`config.mk`:
```
export PLATFORM = sky130hd
export DESIGN_NAME = rv32m_sequencer
export DESIGN_NICKNAME = d
export VERILOG_FILES = /design/src/rtl/rv32m_sequencer.sv
export SDC_FILE = /design/constraint.sdc
export NUM_CORES = 1
export LEC_CHECK = 0
export ABC_AREA = 1
export CELL_PAD_IN_SITES_DETAIL_PLACEMENT = 0
export CELL_PAD_IN_SITES_GLOBAL_PLACEMENT = 2
export CORE_MARGIN = 4
export CORE_UTILIZATION = 24
export DETAILED_ROUTE_END_ITERATION = 16
export GPL_TIMING_DRIVEN = 0
export PLACE_DENSITY_LB_ADDON = 0.1
export SYNTH_ARGS = -nofsm -noshare
export SYNTH_HDL_FRONTEND = slang
export SYNTH_SLANG_ARGS = --single-unit
```
`constraint.sdc`:
```
create_clock -name CLK -period 2 [get_ports CLK]
set_clock_uncertainty 0.1 [all_clocks]
set_input_delay 0.3 -clock CLK [delete_from_list [all_inputs] [get_ports CLK]]
set_output_delay 0.3 -clock CLK [all_outputs]
set_load 0.05 [all_outputs]
```
`src/rtl/rv32m_sequencer.sv`:
```
// Execute-stage sequencer for the shared iterative RV32M multiplier and divider.
// Adds a one-cycle divide special-case path and a last-result cache in front of the units.
module rv32m_sequencer #(
  parameter bit CACHE_EN     = 1'b1,
  parameter bit FAST_PATH_EN = 1'b1
) (
  input  logic        CLK,
  input  logic        nRST,
  input  logic        req_valid,
  input  logic        req_is_div,
  input  logic [1:0]  req_sign,
  input  logic        req_high_low,
  input  logic        req_div_type,
  input  logic [31:0] rs1_data,
  input  logic [31:0] rs2_data,
  input  logic        flush,
  output logic        stall,
  output logic        result_valid,
  output logic [31:0] result,
  output logic [31:0] fu_op_a,
  output logic [31:0] fu_op_b,
  output logic        fu_signed_a,
  output logic        fu_signed_b,
  output logic        mul_start,
  input  logic        mul_done,
  input  logic [63:0] mul_product,
  output logic        div_start,
  input  logic        div_done,
  input  logic [31:0] div_quotient,
  input  logic [31:0] div_remainder
);

  typedef enum logic [2:0] {StIdle, StMulWait, StDivWait, StDone, StAbort} state_e;

  state_e      state_q, state_d;
  logic [31:0] result_q, result_d;
  logic [31:0] fu_op_a_q, fu_op_a_d, fu_op_b_q, fu_op_b_d;
  logic        fu_signed_a_q, fu_signed_a_d, fu_signed_b_q, fu_signed_b_d;
  logic        mul_start_q, mul_start_d, div_start_q, div_start_d;
  logic        op_sel_hi_q, op_sel_hi_d, op_div_q, op_div_d;
  logic [1:0]  op_sign_q, op_sign_d;
  logic        cache_valid_q, cache_valid_d, cache_div_q, cache_div_d;
  logic [1:0]  cache_sign_q, cache_sign_d;
  logic [31:0] cache_a_q, cache_a_d, cache_b_q, cache_b_d;
  logic [31:0] cache_hi_q, cache_hi_d, cache_lo_q, cache_lo_d;

  logic [1:0]  sign_n;
  logic        req_signed_a, req_signed_b, req_sel_hi;
  logic        cache_hit, div_by_zero, div_ovf, fast_path;
  logic [31:0] cache_word, fast_word;

  // Encoding 11 is illegal and behaves as unsigned x unsigned.
  assign sign_n       = (req_sign == 2'b11) ? 2'b01 : req_sign;
  assign req_signed_a = (sign_n != 2'b01);
  assign req_signed_b = (sign_n == 2'b00);
  assign req_sel_hi   = req_is_div ? req_div_type : req_high_low;

  assign cache_hit = CACHE_EN && cache_valid_q && (rs1_data == cache_a_q) &&
                     (rs2_data == cache_b_q) && (sign_n == cache_sign_q) &&
                     (req_is_div == cache_div_q);
  // Multiplies cache {hi, lo} of the product; divides cache {remainder, quotient}.
  assign cache_word = req_sel_hi ? cache_hi_q : cache_lo_q;

  assign div_by_zero = (rs2_data == 32'h0);
  assign div_ovf     = req_signed_a && req_signed_b && (rs1_data == 32'h8000_0000) &&
                       (rs2_data == 32'hFFFF_FFFF);
  assign fast_path   = FAST_PATH_EN && req_is_div && (div_by_zero || div_ovf);
  assign fast_word   = div_by_zero ? (req_div_type ? rs1_data : 32'hFFFF_FFFF)
                                   : (req_div_type ? 32'h0 : 32'h8000_0000);

  always_comb begin
    state_d       = state_q;
    result_d      = result_q;
    fu_op_a_d     = fu_op_a_q;
    fu_op_b_d     = fu_op_b_q;
    fu_signed_a_d = fu_signed_a_q;
    fu_signed_b_d = fu_signed_b_q;
    mul_start_d   = 1'b0;
    div_start_d   = 1'b0;
    op_sel_hi_d   = op_sel_hi_q;
    op_div_d      = op_div_q;
    op_sign_d     = op_sign_q;
    cache_valid_d = cache_valid_q;
    cache_div_d   = cache_div_q;
    cache_sign_d  = cache_sign_q;
    cache_a_d     = cache_a_q;
    cache_b_d     = cache_b_q;
    cache_hi_d    = cache_hi_q;
    cache_lo_d    = cache_lo_q;

    unique case (state_q)
      StIdle: begin
        if (req_valid && !flush) begin
          if (cache_hit) begin
            result_d = cache_word;
            state_d  = StDone;
          end else if (fast_path) begin
            result_d = fast_word;
            state_d  = StDone;
          end else begin
            fu_op_a_d     = rs1_data;
            fu_op_b_d     = rs2_data;
            fu_signed_a_d = req_signed_a;
            fu_signed_b_d = req_signed_b;
            op_sel_hi_d   = req_sel_hi;
            op_div_d      = req_is_div;
            op_sign_d     = sign_n;
            if (req_is_div) begin
              div_start_d = 1'b1;
              state_d     = StDivWait;
            end else begin
              mul_start_d = 1'b1;
              state_d     = StMulWait;
            end
          end
        end
      end
      StMulWait: begin
        if (mul_done) begin
          if (flush) begin
            state_d = StIdle;
          end else begin
            result_d      = op_sel_hi_q ? mul_product[63:32] : mul_product[31:0];
            cache_valid_d = 1'b1;
            cache_a_d     = fu_op_a_q;
            cache_b_d     = fu_op_b_q;
            cache_sign_d  = op_sign_q;
            cache_div_d   = 1'b0;
            cache_hi_d    = mul_product[63:32];
            cache_lo_d    = mul_product[31:0];
            state_d       = StDone;
          end
        end else if (flush) begin
          state_d = StAbort;
        end
      end
      StDivWait: begin
        if (div_done) begin
          if (flush) begin
            state_d = StIdle;
          end else begin
            result_d      = op_sel_hi_q ? div_remainder : div_quotient;
            cache_valid_d = 1'b1;
            cache_a_d     = fu_op_a_q;
            cache_b_d     = fu_op_b_q;
            cache_sign_d  = op_sign_q;
            cache_div_d   = 1'b1;
            cache_hi_d    = div_remainder;
            cache_lo_d    = div_quotient;
            state_d       = StDone;
          end
        end else if (flush) begin
          state_d = StAbort;
        end
      end
      StDone: state_d = StIdle;
      StAbort: begin
        // The unit cannot be cancelled; drain its done pulse before accepting again.
        if (op_div_q ? div_done : mul_done) state_d = StIdle;
      end
      default: state_d = StIdle;
    endcase
  end

  always_ff @(posedge CLK) begin
    if (!nRST) begin
      state_q       <= StIdle;
      result_q      <= '0;
      fu_op_a_q     <= '0;
      fu_op_b_q     <= '0;
      fu_signed_a_q <= 1'b0;
      fu_signed_b_q <= 1'b0;
      mul_start_q   <= 1'b0;
      div_start_q   <= 1'b0;
      op_sel_hi_q   <= 1'b0;
      op_div_q      <= 1'b0;
      op_sign_q     <= '0;
      cache_valid_q <= 1'b0;
      cache_div_q   <= 1'b0;
      cache_sign_q  <= '0;
      cache_a_q     <= '0;
      cache_b_q     <= '0;
      cache_hi_q    <= '0;
      cache_lo_q    <= '0;
    end else begin
      state_q       <= state_d;
      result_q      <= result_d;
      fu_op_a_q     <= fu_op_a_d;
      fu_op_b_q     <= fu_op_b_d;
      fu_signed_a_q <= fu_signed_a_d;
      fu_signed_b_q <= fu_signed_b_d;
      mul_start_q   <= mul_start_d;
      div_start_q   <= div_start_d;
      op_sel_hi_q   <= op_sel_hi_d;
      op_div_q      <= op_div_d;
      op_sign_q     <= op_sign_d;
      cache_valid_q <= cache_valid_d;
      cache_div_q   <= cache_div_d;
      cache_sign_q  <= cache_sign_d;
      cache_a_q     <= cache_a_d;
      cache_b_q     <= cache_b_d;
      cache_hi_q    <= cache_hi_d;
      cache_lo_q    <= cache_lo_d;
    end
  end

  assign result_valid = (state_q == StDone) && !flush;
  assign stall        = req_valid && !result_valid && !flush;
  assign result       = result_q;
  assign fu_op_a      = fu_op_a_q;
  assign fu_op_b      = fu_op_b_q;
  assign fu_signed_a  = fu_signed_a_q;
  assign fu_signed_b  = fu_signed_b_q;
  assign mul_start    = mul_start_q;
  assign div_start    = div_start_q;

endmodule

```
Word-level counts from Yosys, hierarchy flattened:

Index checks and enable logic that the tools add are counted.

* register bits after elaboration: 239
* input bits: 203
* output and inout bits: 102

* equality and inequality tests: 19
* muxes and demuxes: 60
* bitwise operators: 5
* reductions and logical operators: 26

Operator list (number)
* $mux W32: 27
* $pmux W32 S2: 4
* $pmux W32 S3: 1
* $eq A32 B32 Y1: 2
* $eq A32 B32 Y1 const B: 2
* $logic_not A32 Y1: 1
* $mux W2: 8
* $mux W3: 5
* $logic_and A1 B1 Y1: 12
* $ne A2 B2 Y1 const B: 6
* $pmux W3 S4: 1
* $mux W1: 11
* $reduce_and A7 Y1: 1
* $eq A3 B2 Y1 const B: 2
* $not A1 Y1: 5
* $reduce_and A5 Y1: 1
* $reduce_or A5 Y1: 1
* $pmux W1 S2: 2
* $pmux W2 S2: 1
* $reduce_and A4 Y1: 1
* $eq A3 B1 Y1 const B: 1
* $eq A3 B3 Y1 const B: 1
* $logic_not A3 Y1: 1
* $ne A3 B3 Y1 const B: 1
* other kinds (11): 12

Longest topological paths before layout:

* depth after elaboration: 12
* mapped depth: 16

Least setup slack after synthesis:

OpenSTA, ideal clock, no wires.

* kind: input -> output
* from: input port flush
* to: output port stall
* arrival time: 2.804 ns
* required time: 1.600 ns
* setup slack: -1.204 ns
* cell stages on the path: 3
* path through: clkbuf_1 > nor4_1 > nor2_1

* longest elaborated chain between the ends: 5

RTL lines
* start, declared: line 16 `input logic flush,`
* $logic_not A1 Y1: line 207 `assign result_valid = (state_q == StDone) && !flush;`
* $logic_and A1 B1 Y1: line 207
* net result_valid: line 18 `output logic result_valid,`
* $logic_not A1 Y1: line 208 `assign stall = req_valid && !result_valid && !flush;`
* $logic_and A1 B1 Y1 (2 in a row): line 208
* end, declared: line 17 `output logic stall,`

The timed path passes the listed nets, and every way through them passes these cells.

Worst setup path after layout:

* from: input port rs2_data[8]
* to: register fu_op_b_q[14] (netlist: fu_op_b[14])

* longest elaborated chain between the ends: 6

RTL lines
* start, declared: line 15 `input logic [31:0] rs2_data,`
* $eq A32 B32 Y1 (on tied branches): line 66, 59
* $logic_and A1 B1 Y1 (on tied branches): line 65, 58
* $logic_or A1 B1 Y1 / $logic_and A1 B1 Y1 (equally long branches): line 67, 59
* $logic_and A1 B1 Y1 (on tied branches): line 67, 59
* $not A1 Y1 (no source line)
* $reduce_and A4 Y1 (no source line) (*)
* end signal, assigned: line 189 `fu_op_b_q <= fu_op_b_d;`
* end, declared: line 37 `logic [31:0] fu_op_a_q, fu_op_a_d, fu_op_b_q, fu_op_b_d;`

Mark *: on every way between the ends. The rest lies on a longest branch, timed or not.
A chain may end at the register's enable or synchronous reset.

==> impl_metrics.tcl <==
set metrics [dict create \
    crit_required_ps 2340 \
    highest-signal-layer "met4" \
    slew_headroom 0.260 \
    ff_latch_area_mm2 0.00487 \
    fillCellCount 6257 \
    gr-total-overflow 0 \
    tritoncts "done" \
    cts_made_buffers 34 \
    multiInputGateArea_mm2 0.00944 \
    wire_per_inst_um 20.7 \
    tightest_slew_ps 1110 \
    num_rows 88 \
    die-area_mm2 0.0632 \
    rsz0062_at_grt "yes" \
    synth-seq-cells 239 \
    min_period_over_period 1.15 \
    min_path_type "in2reg" \
    chipWidth_um 251 \
    drt_pass1_iterations 5 \
    via_per_inst 4.65 \
    yosysSeqAreaShare 0.336 \
    synth_edf_count 0 \
    finalCriticalPeriod_ps 2300 \
    synth_top_area_frac 0.336 \
    final_cells 3666 \
    insertion_delay_ps 550 \
    io_pins 305 \
    htreeDepth 2 \
    dp_cells 3514 \
    drc_errors 0 \
    synth_compound_gate_area_share 0.149 \
    preCtsSetupSlack_ps -2010 \
    antenna_left 0 \
    start_kind "input pin" \
    maxClockFrequency_mhz 435 \
    gp_congestion 0.876 \
    wl_met3_mm 3.08 \
    violations "negative hold slack, negative setup slack" \
    grt_usage 0.222 \
    yosysWarningCount 0 \
    synth_most_common_cell "nand2_1" \
    vias 17100 \
    synth_xor_area_frac 0.00369 \
    cts_root_buf "clkbuf_16" \
    met1Wirelength_mm 32.2 \
    arrival_ps 2640 \
    cp_max_fo 5 \
    path_cells "clkdlybuf4s50_1, inv_1, nand2_1, nand2_1, nor2_2, nand2_1, nor2_2, nand2_2, nor2_4, nand3_4, nand3_4, buf_12, buf_16, buf_12, nand2_2, nand2_1, nor2_1" \
    finalPower_uw 17500 \
    antenna_found_initial 6 \
    drt_iter0_drc 939 \
    post_synth_instance_area_mm2 0.0142 \
    path_clk_slew_ps 60 \
    finalSetupTns_ps -26120 \
    power_density_mw_per_mm2 742 \
    ir_drop_v 0.000489 \
    r2r_setup_slack_ps -290 \
    wl_met2_mm 39.0 \
    async_flop_share 0 \
    crit_type "in2reg" \
    synth_area_leader_cell "dfxtp_1" \
    crit_path_max_incr_delay_ps 600 \
    synth_adder_area_share 0 \
    finalHoldViolCount 1 \
    cp-end-kind "flop" \
    grt_max_degree 12 \
    core_mm2 0.0582 \
    setup_ws_ps -300 \
    fp.dieH_um 251 \
    syn2layout_area_growth_pct 65.7 \
    synth.area.top_cells "dfxtp_1, nand2_1, inv_1, nor2_1, o21ai_0" \
    nNetsFinal 3079 \
    yosys.cell_types.count 34 \
    max_cap_violations 0 \
    yosys_most_used_dff "dfxtp_1" \
    status "finished with violations" \
    clock_path_buffers 3 \
    portBuffers 301 \
    maxSlewViolCount 0 \
    drive_gt1_frac 0.260 \
    leakage_uw 0.0107 \
    hpwl_mm 56.4 \
    setup_viol 187 \
    crit_top_cell "nand2_1" \
    crit_slowest_cell "clkdlybuf4s50_1" \
    worst_hold_slack_ps -8.06 \
    initial_core_util 0.244 \
    clkSinkCount 239 \
    synth_top_family_by_area "simple AND/OR/NAND/NOR gates" \
    synth_cells 2448 \
    wl_mm 76.0 \
    grt_pass1_vias 16700 \
    syn_avg_cell_area_um2 5.81 \
    grt_pass1_wl_mm 107 \
    synth_fp_nets 2651 \
    synth_mux_area_frac 0 \
    synth_top_cells_by_count "nand2_1, inv_1, nor2_1, dfxtp_1, o21ai_0" \
    yosys.area_share.simple 0.378 \
]
[worst max-delay path: cells and delay by family]
family        cells  cell delay [ps]
buf+inv           5             1180
simple gates     12             1150
[where the power goes]
part	internal [uW]	switching, uW	leakage [uW]
sequential	5230	359	0.00197
combinational	2310	3570	0.00821
clock	3600	2440	0.000534
total	11100	6360	0.0107
[registers in the layout, summed over array words and instances (netlist names), 3 cells and up]
register and flops:
state_q 3, fu_op_a 32, cache_lo_q 32, cache_b_q 32
cache_hi_q 32, result 32, cache_a_q 32, fu_op_b 32
[layout make-up]
class,count,share of cell area
Antenna cell,2,0.000212
Buffer,137,0.0558
Clock buffer,50,0.0425
Clock inverter,9,0.00340
Inverter,344,0.0557
Multi-Input combinational cell,1725,0.401
Sequential cell,239,0.207
Tap cell,765,0.0406
Timing Repair Buffer,395,0.195
[metrics by stage]
step | cell area, um2 | util
5_1_grt | 23600 | 0.405
2_1_floorplan | 14200 | -
6_report | 23600 | 0.405
3_3_place_gp | 18200 | 0.313
3_5_place_dp | 18200 | 0.313
4_1_cts | 20900 | 0.358
[routing by layer]
| layer | up-vias | GRT usage |
|---|---|---|
| met2 | 437 | 0.407 |
| met4 | 0 | 0.0461 |
| met5 | - | 0 |
| met1 | 8032 | 0.278 |
| li1 | 8490 | - |
| met3 | 97 | 0.0313 |
[cell families after synthesis]
kind of cell | after synthesis
AOI/OAI and AO/OA | 396
DFF | 239
xor gates and xnor gates | 6
and+or+nand+nor | 1323
buffers and inverters | 484
[path summary, 6_finish.rpt]
kind	from	to	cells past startpoint
setup reg to reg	cache_a_q[19]$_SDFFE_PN0P_	fu_op_b[14]$_SDFFE_PN0P_	16
hold reg to reg	fu_op_b[2]$_SDFFE_PN0P_	cache_b_q[2]$_SDFFE_PN0P_	2
setup / recovery	rs2_data[8]	fu_op_b[14]$_SDFFE_PN0P_	17
hold / removal	rs2_data[22]	fu_op_b[22]$_SDFFE_PN0P_	3
[placed cells by master (no fill, tap or decap), types with 28 or more instances in the layout]
cell type / netlist / layout
a21oi_1: 120 / 82
a21oi_2: 0 / 37
a31oi_1: 65 / 58
buf_8: 0 / 34
clkbuf_1: 88 / 41
clkbuf_16: 0 / 66
clkdlybuf4s50_1: 0 / 138
dfxtp_1: 239 / 190
dfxtp_2: 0 / 40
dlygate4sd2_1: 0 / 133
inv_1: 338 / 326
nand2_1: 805 / 690
nand2_2: 2 / 89
nand2_4: 1 / 28
nand3_1: 48 / 42
nand4_1: 58 / 58
nor2_1: 338 / 234
nor2_2: 2 / 65
nor2_4: 0 / 41
o21ai_0: 184 / 77
o21ai_2: 0 / 90
[what timing repair did]
action	CTS	global route
endpoints found under the hold margin	2	0
setup buffers	30	19
hold buffers	1	0
setup endpoints to repair	341	238
resized for setup	526	683
pin swaps	53	150
cloned	16	32
Power figures use the tool's default switching activity.
